<file path="config.mk">
export PLATFORM = sky130hd
export DESIGN_NAME = ifu_fetch_flat
export DESIGN_NICKNAME = d
export VERILOG_FILES = /design/src/rtl/ifu_fetch_pkg.sv /design/src/rtl/ifu_fetch_if.sv /design/src/rtl/ifu_fetch.sv /design/src/flat_wrapper.sv
export SDC_FILE = /design/constraint.sdc
export NUM_CORES = 1
export LEC_CHECK = 0
export BUFFER_PORTS_ARGS = -buffer_cell sky130_fd_sc_hd__buf_4
export CORE_AREA = 8 8 146 121
export DETAILED_ROUTE_END_ITERATION = 7
export DIE_AREA = 0 0 154 129
export PLACE_DENSITY = 0.86
export SLEW_MARGIN = 30
export SYNTH_ARGS = -nofsm -noshare
export SYNTH_HDL_FRONTEND = slang
export SYNTH_SLANG_ARGS = --single-unit
</file>
<file path="constraint.sdc">
create_clock -name clk -period 2.5 [get_ports clk]
set_clock_uncertainty 0.2 [all_clocks]
set_input_delay 0.125 -clock clk [delete_from_list [all_inputs] [get_ports clk]]
set_output_delay 0.125 -clock clk [all_outputs]
set_load 0.05 [all_outputs]
</file>
<file path="src/rtl/ifu_fetch_pkg.sv">
`default_nettype none
// ============================================================================
// Module   : ifu_fetch_pkg
// Brief    : Shared widths, reset address and state encoding for the IFU.
// Revision : 1.0
// ============================================================================
package ifu_fetch_pkg;

    localparam int          PC_W     = 64;
    localparam int          INST_W   = 32;
    localparam logic [63:0] RESET_PC = 64'h8000_0000;
    localparam int          STATE_W  = 3;

    typedef enum logic [STATE_W-1:0] {
        ST_IDLE  = 3'd0,
        ST_REQ   = 3'd1,
        ST_WAIT  = 3'd2,
        ST_OUT   = 3'd3,
        ST_DRAIN = 3'd4
    } ifu_state_e;

endpackage
`default_nettype wire

</file>
<file path="src/rtl/ifu_fetch_if.sv">
`default_nettype none
// ============================================================================
// Module   : ifu_fetch_if
// Brief    : Instruction-memory, decoder and redirect signals of the IFU.
// Revision : 1.0
// ============================================================================
interface ifu_fetch_if #(
    parameter int PC_W = ifu_fetch_pkg::PC_W
);
    import ifu_fetch_pkg::*;

    logic              imem_req_valid;
    logic              imem_req_ready;
    logic [PC_W-1:0]   imem_req_addr;
    logic              imem_resp_valid;
    logic [INST_W-1:0] imem_resp_data;
    logic              imem_resp_err;
    logic              out_valid;
    logic              out_ready;
    logic [INST_W-1:0] out_inst;
    logic [PC_W-1:0]   out_pc;
    logic              out_fault;
    logic              redirect_valid;
    logic [PC_W-1:0]   redirect_pc;

    // master: the fetch unit itself
    modport master (
        output imem_req_valid, imem_req_addr,
        output out_valid, out_inst, out_pc, out_fault,
        input  imem_req_ready, imem_resp_valid, imem_resp_data, imem_resp_err,
        input  out_ready, redirect_valid, redirect_pc
    );

    modport slave (
        input  imem_req_valid, imem_req_addr,
        input  out_valid, out_inst, out_pc, out_fault,
        output imem_req_ready, imem_resp_valid, imem_resp_data, imem_resp_err,
        output out_ready, redirect_valid, redirect_pc
    );

endinterface
`default_nettype wire

</file>
<file path="src/rtl/ifu_fetch.sv">
`default_nettype none
// ============================================================================
// Module   : ifu_fetch
// Brief    : Single-outstanding instruction fetch unit with redirect and drain.
// Revision : 1.0
// ============================================================================
module ifu_fetch #(
    parameter int              PC_W     = ifu_fetch_pkg::PC_W,
    parameter logic [PC_W-1:0] RESET_PC = PC_W'(ifu_fetch_pkg::RESET_PC)
) (
    input  logic       clk,
    input  logic       rst,
    ifu_fetch_if.master bus
);
    import ifu_fetch_pkg::*;

    localparam logic [PC_W-1:0] c_PC_STEP = PC_W'(4);

    ifu_state_e        state_q, state_d;
    logic [PC_W-1:0]   pc_q, pc_d;
    logic [INST_W-1:0] out_inst_q, out_inst_d;
    logic [PC_W-1:0]   out_pc_q, out_pc_d;
    logic              out_fault_q, out_fault_d;

    logic w_misaligned;
    logic w_req_fire;

    assign w_misaligned = |pc_q[1:0];
    assign w_req_fire   = (state_q == ST_REQ) && !w_misaligned && bus.imem_req_ready;

    always_ff @(posedge clk) begin
        if (rst) begin
            state_q     <= ST_IDLE;
            pc_q        <= RESET_PC;
            out_inst_q  <= '0;
            out_pc_q    <= '0;
            out_fault_q <= 1'b0;
        end else begin
            state_q     <= state_d;
            pc_q        <= pc_d;
            out_inst_q  <= out_inst_d;
            out_pc_q    <= out_pc_d;
            out_fault_q <= out_fault_d;
        end
    end

    // A redirect always wins; only the landing state depends on whether a
    // request is still in flight at the memory.
    always_comb begin
        state_d     = state_q;
        pc_d        = bus.redirect_valid ? bus.redirect_pc : pc_q;
        out_inst_d  = out_inst_q;
        out_pc_d    = out_pc_q;
        out_fault_d = out_fault_q;
        case (state_q)
            ST_IDLE: state_d = ST_REQ;
            ST_REQ: begin
                if (bus.redirect_valid) begin
                    state_d = (w_req_fire && !bus.imem_resp_valid) ? ST_DRAIN : ST_REQ;
                end else if (w_misaligned) begin
                    state_d     = ST_OUT;
                    out_inst_d  = '0;
                    out_pc_d    = pc_q;
                    out_fault_d = 1'b1;
                end else if (w_req_fire) begin
                    state_d = ST_WAIT;
                end
            end
            ST_WAIT: begin
                if (bus.redirect_valid) begin
                    state_d = bus.imem_resp_valid ? ST_REQ : ST_DRAIN;
                end else if (bus.imem_resp_valid) begin
                    state_d     = ST_OUT;
                    out_inst_d  = bus.imem_resp_data;
                    out_pc_d    = pc_q;
                    out_fault_d = bus.imem_resp_err;
                end
            end
            ST_OUT: begin
                if (bus.redirect_valid) begin
                    state_d = ST_REQ;
                end else if (bus.out_ready) begin
                    state_d = ST_REQ;
                    pc_d    = pc_q + c_PC_STEP;
                end
            end
            ST_DRAIN: begin
                if (bus.imem_resp_valid) begin
                    state_d = ST_REQ;
                end
            end
            default: state_d = ST_IDLE;
        endcase
    end

    always_comb begin
        bus.imem_req_valid = (state_q == ST_REQ) && !w_misaligned;
        bus.imem_req_addr  = pc_q;
        bus.out_valid      = (state_q == ST_OUT);
        bus.out_inst       = out_inst_q;
        bus.out_pc         = out_pc_q;
        bus.out_fault      = out_fault_q;
    end

endmodule
`default_nettype wire

</file>
<file path="src/flat_wrapper.sv">
// flat-port wrapper written by rule: the top's interface ports become plain ports
module ifu_fetch_flat import ifu_fetch_pkg::*;
#(
    parameter int              PC_W     = ifu_fetch_pkg::PC_W,
    parameter logic [PC_W-1:0] RESET_PC = PC_W'(ifu_fetch_pkg::RESET_PC)
)
  (clk, rst, bus_imem_req_valid, bus_imem_req_addr, bus_out_valid, bus_out_inst, bus_out_pc, bus_out_fault, bus_imem_req_ready, bus_imem_resp_valid, bus_imem_resp_data, bus_imem_resp_err, bus_out_ready, bus_redirect_valid, bus_redirect_pc);
  ifu_fetch_if #(.PC_W(PC_W)) bus_i ();
  input  logic clk;
  input  logic rst;
  output wire logic [$bits(bus_i.imem_req_valid)-1:0] bus_imem_req_valid;
  output wire logic [$bits(bus_i.imem_req_addr)-1:0] bus_imem_req_addr;
  output wire logic [$bits(bus_i.out_valid)-1:0] bus_out_valid;
  output wire logic [$bits(bus_i.out_inst)-1:0] bus_out_inst;
  output wire logic [$bits(bus_i.out_pc)-1:0] bus_out_pc;
  output wire logic [$bits(bus_i.out_fault)-1:0] bus_out_fault;
  input wire logic [$bits(bus_i.imem_req_ready)-1:0] bus_imem_req_ready;
  input wire logic [$bits(bus_i.imem_resp_valid)-1:0] bus_imem_resp_valid;
  input wire logic [$bits(bus_i.imem_resp_data)-1:0] bus_imem_resp_data;
  input wire logic [$bits(bus_i.imem_resp_err)-1:0] bus_imem_resp_err;
  input wire logic [$bits(bus_i.out_ready)-1:0] bus_out_ready;
  input wire logic [$bits(bus_i.redirect_valid)-1:0] bus_redirect_valid;
  input wire logic [$bits(bus_i.redirect_pc)-1:0] bus_redirect_pc;
  assign bus_imem_req_valid = bus_i.imem_req_valid;
  assign bus_imem_req_addr = bus_i.imem_req_addr;
  assign bus_out_valid = bus_i.out_valid;
  assign bus_out_inst = bus_i.out_inst;
  assign bus_out_pc = bus_i.out_pc;
  assign bus_out_fault = bus_i.out_fault;
  assign bus_i.imem_req_ready = bus_imem_req_ready;
  assign bus_i.imem_resp_valid = bus_imem_resp_valid;
  assign bus_i.imem_resp_data = bus_imem_resp_data;
  assign bus_i.imem_resp_err = bus_imem_resp_err;
  assign bus_i.out_ready = bus_out_ready;
  assign bus_i.redirect_valid = bus_redirect_valid;
  assign bus_i.redirect_pc = bus_redirect_pc;
  ifu_fetch #(.PC_W(PC_W), .RESET_PC(RESET_PC)) u_core (.clk(clk), .rst(rst), .bus(bus_i));
endmodule
</file>
### After elaboration in Yosys (flattened, before gate mapping)

Cells that the tools add are included.

| cells by class | value |
|---|---|
| add/sub/neg operators | 1 |
| equality and inequality tests | 12 |
| multiplexer cells | 30 |
| reductions and logical operators | 10 |

Operator list:

| kind | count |
|---|---|
| $mux 64 | 8 |
| $mux 32 | 4 |
| $pmux 64 s2 | 1 |
| $add 64x3->64 const B | 1 |
| $pmux 32 s2 | 1 |
| $mux 3 | 10 |
| $pmux 3 s5 | 1 |
| $ne 2x2->1 const B | 4 |
| $eq 3x2->1 const B | 2 |
| $reduce_and 5->1 | 1 |
| $mux 1 | 4 |
| $ne 4x2->1 const B | 1 |
| $reduce_and 4->1 | 1 |
| $eq 3x1->1 const B | 1 |
| $eq 3x3->1 const B | 1 |
| $logic_and 1x1->1 | 3 |
| $logic_not 3->1 | 1 |
| $ne 3x1->1 const B | 1 |
| $ne 3x3->1 const B | 1 |
| $logic_not 1->1 | 2 |
| $ne 2x1->1 const B | 1 |
| $pmux 1 s2 | 1 |
| $reduce_bool 2->1 | 1 |
| $reduce_or 2->1 | 1 |

| storage, ports and cells | value |
|---|---|
| bits in registers | 164 |
| input port bits | 103 |
| output and inout bits | 163 |
| word-level logic and storage cells | 58 |

### Depth between registers and ports, before layout

| depth | value |
|---|---|
| depth after elaboration | 8 |
| gate-level depth with buffers | 10 |
| depth with buffers taken out | 7 |

### Worst setup path before layout

No wires, ideal clock.

| path | value |
|---|---|
| kind | register to register |
| from | reg u_core.pc_q[1] (netlist: u_core.bus.imem_req_addr[1]) |
| to | reg u_core.state_q[1] |
| library setup time | 0.132 ns |
| arrival time | 2.991 ns |
| data required time | 2.168 ns |
| slack | -0.823 ns |
| cell stages (with the launch flop) | 6 |
| path buffers | 0 |
| clock period less this slack | 3.323 ns |
| path through | dfxtp_1 nor4_1 a222oi_1 o21ba_2 mux2i_1 a21oi_1 |

| between the ends | value |
|---|---|
| longest elaborated chain between the ends | 6 |
| elaborated cells between the ends (all ways) | 9 |
| those cells by class | 1 x eq/ne; 3 x mux; 5 x reduce/logical |

RTL lines:

| item | line | text |
|---|---|---|
| from (decl) | ifu_fetch.sv:20 | `logic [PC_W-1:0] pc_q, pc_d;` |
| from (signal assigned) | ifu_fetch.sv:40 | `pc_q <= pc_d;` |
| $reduce_or 2->1 | ifu_fetch.sv:28 | `assign w_misaligned = \|pc_q[1:0];` |
| $logic_not 1->1 | - |  |
| $logic_and 1x1->1 | - |  |
| net bus_imem_req_valid | flat_wrapper.sv:11 | `output wire logic [$bits(bus_i.imem_req_valid)-1:0] bus_imem_req_valid;` |
| $logic_and 1x1->1 | ifu_fetch.sv:29 | `assign w_req_fire = (state_q == ST_REQ) && !w_misaligned && bus.imem_req_ready;` |
| $ne 4x2->1 (no line) | - |  |
| $reduce_and 4->1 (no line) | - |  |
| to (signal assigned) | ifu_fetch.sv:39 | `state_q <= state_d;` |
| to (decl) | ifu_fetch.sv:19 | `ifu_state_e state_q, state_d;` |

The timed path passes the listed nets, and every way through them passes these cells.
A chain may end at the register's enable or synchronous reset.

### Final worst setup path

| path | value |
|---|---|
| from | reg u_core.state_q[0] |
| to | reg u_core.pc_q[4] (netlist: u_core.bus.imem_req_addr[4]) |

| between the ends | value |
|---|---|
| longest elaborated chain between the ends | 2 |

RTL lines:

| item | line | text |
|---|---|---|
| $eq 3x2->1 | ifu_fetch.sv:55 | `case (state_q)` |
| $mux 64 | ifu_fetch.sv:55 |  |

No other way between the ends.

==> impl_metrics.csv <==
group,metric,value,unit
status,status,"complete, no violations",
synth,ys.flop_type,"dfxtp_1",
critical_path,crit_path_end_kind,"register",
timing,setup_violations,0,
critical_path,required,2.62,ns
timing,final.setup.tns,0,ns
pwr,pwr_density_cell,581,nW/um^2
die,coreArea,15300,um^2
synth,yosysSeqAreaShare,44.1,%
global_route,grt_pass1_vias,8912,
detailed_routing,first_pass_iters,6,
pwr,power.leakage,4.74,nW
finish,final_common_cell,"buf_4",
clock_network,htree_levels,4,
timing,fin_crit_sh,96.8,%
timing,hold_viol,0,
synth,synth-simple-area-share,30.2,%
timing,final.min_clock_period,2.42,ns
run,maxCapViolations,0,
synth,synthMuxAreaShare,1.61,%
clock_network,cts_tree,"yes",
synth,synth_compound_area_share,14.4,%
clock_network,insertion_delay,0.43,ns
detailed_routing,drtAntennaViolNets,0,
die,rows,41,
synth,synth-seq-cells,164,
synth,synth_fp_nets,1049,
finish,mostFrequentLayoutCells,"312 x buf_4, 210 x nand2_1, 142 x dfxtp_1",
critical_path,crit_path_start_kind,"register",
synth,avgSynthCellArea,7.88,um^2
global_route,track_usage,30.0,%
synth,synth.cell_area,7440,um^2
finish,final_nets,1429,
timing,max_freq,413,MHz
critical_path,crit_type,"reg -> reg",
synth,synth.top_cell.area_share,44.1,%
die,pin_count,266,
timing,relSlewSlack,65.2,%
clock_network,cts_buffer_depth,2,
detailed_routing,wl,30500,um
finish,syn2layout_area_growth,57.3,%
finish,stdcell_count,1532,
die,initial_utilization,48.5,%
detailed_routing,drc,0,
global_route,gr-total-overflow,0,
detailed_routing,viasPerCell,5.77,
detailed_routing,wl_per_cell,19.9,um
synth,synth_edf_count,0,
detailed_routing,num_vias,8833,
synth,async_reset_ff_share,0,%
critical_path,cp.arrival,2.54,ns
clock_network,cts.sinks,164,
detailed_routing,first_iter_violations,773,
synth,synth-xor-area-share,5.53,%
synth,synth_fa_ha_area_share,0.168,%
placed_design,dp_cells,1384,
synth,netlist_top_cells_area,"dfxtp_1 44%, nand2_1 11%, a21oi_1 7.7%",
finish,drive_gt1_share,30.3,%
synth,ys_types,58,
hold_path,hp-class,"in -> reg",
die,die-area,19900,um^2
die,die_w,154,um
clock_network,root_buffer,"clkbuf_16",
clock_network,cts-buffers-inserted,17,
die,die_h,129,um
timing,worst_pin_slew,0.509,ns
timing,slew_viol_final,0,
synth,synth_area_leader_cell,"dfxtp_1",
placed_design,place.gp.congestion,0.939,
placed_design,hpwl,19800,um
clock_network,path_clk_slew,0.07,ns
placed_design,portBuffers,265,
global_route,antenna_found_initial,2,
synth,syn_inst,945,
critical_path,cp_max_fo,13,
synth,ys.warnings.count,0,
global_route,grt_max_degree,63,
pwr,peakVddDrop,0.000491,V
synth,synth_top_family_by_area,"simple AND/OR/NAND/NOR gates",
global_route,grt_first_pass_wirelength,47700,um
==> through the flow <==
| step | worst slack (ns) | total power, mW | hold WS, ns | cell area (um^2) | utilization (%) |
|---|---|---|---|---|---|
| after global placement | 0.143 | 3.97 | 0.140 | 9900 | 64.6 |
| after global routing | -0.0460 | 7.01 | 0.201 | 11700 | 76.4 |
| after detailed placement | 0.0147 | 3.99 | 0.160 | 9900 | 64.6 |
| after CTS | 0.0170 | 6.77 | 0.161 | 11600 | 75.7 |
| final | 0.0788 | 6.80 | 0.174 | 11700 | 76.4 |
| after floorplan | 0.00432 | 3.53 | 0.0501 | 7490 | - |
==> flip-flops by register name (all words and copies together) (netlist names) <==
name	count
u_core.state_q	3
u_core.bus.out_fault	1
u_core.bus.out_inst	32
u_core.bus.imem_req_addr	64
u_core.bus.out_pc	64
==> path summary, 6_finish.rpt <==
check,endpoint,cells past startpoint,start,slack [ns]
worst max-delay path,u_core.bus.imem_req_addr[4]$_SDFF_PP0_,8,u_core.state_q[0]$_SDFFE_PP0P_,0.08
worst min-delay path,u_core.state_q[0]$_SDFFE_PP0P_,6,bus_imem_req_ready,0.17
worst max register to register,u_core.bus.imem_req_addr[4]$_SDFF_PP0_,8,u_core.state_q[0]$_SDFFE_PP0P_,0.08
worst min register to register,u_core.bus.out_inst[21]$_SDFFE_PP0P_,2,u_core.bus.out_inst[21]$_SDFFE_PP0P_,0.25
==> cell type report <==
class                      count  area [um^2]
clock buffer                  25          507
clock inverter                 7         95.1
multi-input combinational    703         3960
tap                          193          241
fill                         968         3630
sequential                   164         3320
antenna                        1         2.50
timing repair buffer         427         3540
inverter                      12         45.0
==> synth_stat cells, drive strengths merged, types with 2 or more instances <==
cell type and count:
xor2 15, nand2 212, o21ai 12, a311oi 4, a211oi 18, dfxtp 164
nor3 35, and2 2, and3 7, nor2b 2, and4 6, a311o 2
a2111oi 9, clkbuf 53, nand3 61, inv 11, nand4 27, nor4 20
a21oi 115, xnor2 32, o21a 5, buf 13, nor2 82, or3 5
o211ai 2, mux2i 12
==> critical path, cell delays in order, from the launching register on <==
cell,delay [ns]
dfxtp_2,0.40
and4b_2,0.33
buf_4,0.24
nand2_1,0.13
xor2_1,0.18
nor2_1,0.07
a21oi_1,0.14
nor2_1,0.06
dlygate4sd3_1,0.56
==> layer usage <==
| metal | global-route usage (%) | up-vias | routed length, um |
|---|---|---|---|
| met5 | 0 | - | 14 |
| met4 | 13.1 | 2 | 1060 |
| met3 | 11.5 | 94 | 3090 |
| met2 | 49.0 | 517 | 14400 |
| met1 | 34.7 | 4162 | 12000 |
| li1 | - | 4058 | - |
==> report_power, final <==
| group | total, mW | internal [mW] | switching [mW] |
|---|---|---|---|
| logic | 1.26 | 0.504 | 0.754 |
| registers | 2.86 | 2.71 | 0.145 |
| clock network | 2.69 | 1.61 | 1.08 |
==> cell families after synthesis <==
logic type | count (synthesis)
AO/OA/AOI/OAI | 177
XOR/XNOR | 47
adder cells (fa/ha/maj) | 1
buffers and inverters | 78
flip-flops | 164
multiplexers | 12
AND/OR/NAND/NOR | 466
==> repair_timing <==
item                       CTS  global route
hold endpoints to repair   112             0
cloned                       0             0
hold buffers               109             0
buffers inserted             1             5
setup endpoints to repair    1            19
pin swaps                    0             6
resized for setup            0            13
Power figures use the tool's default switching activity.
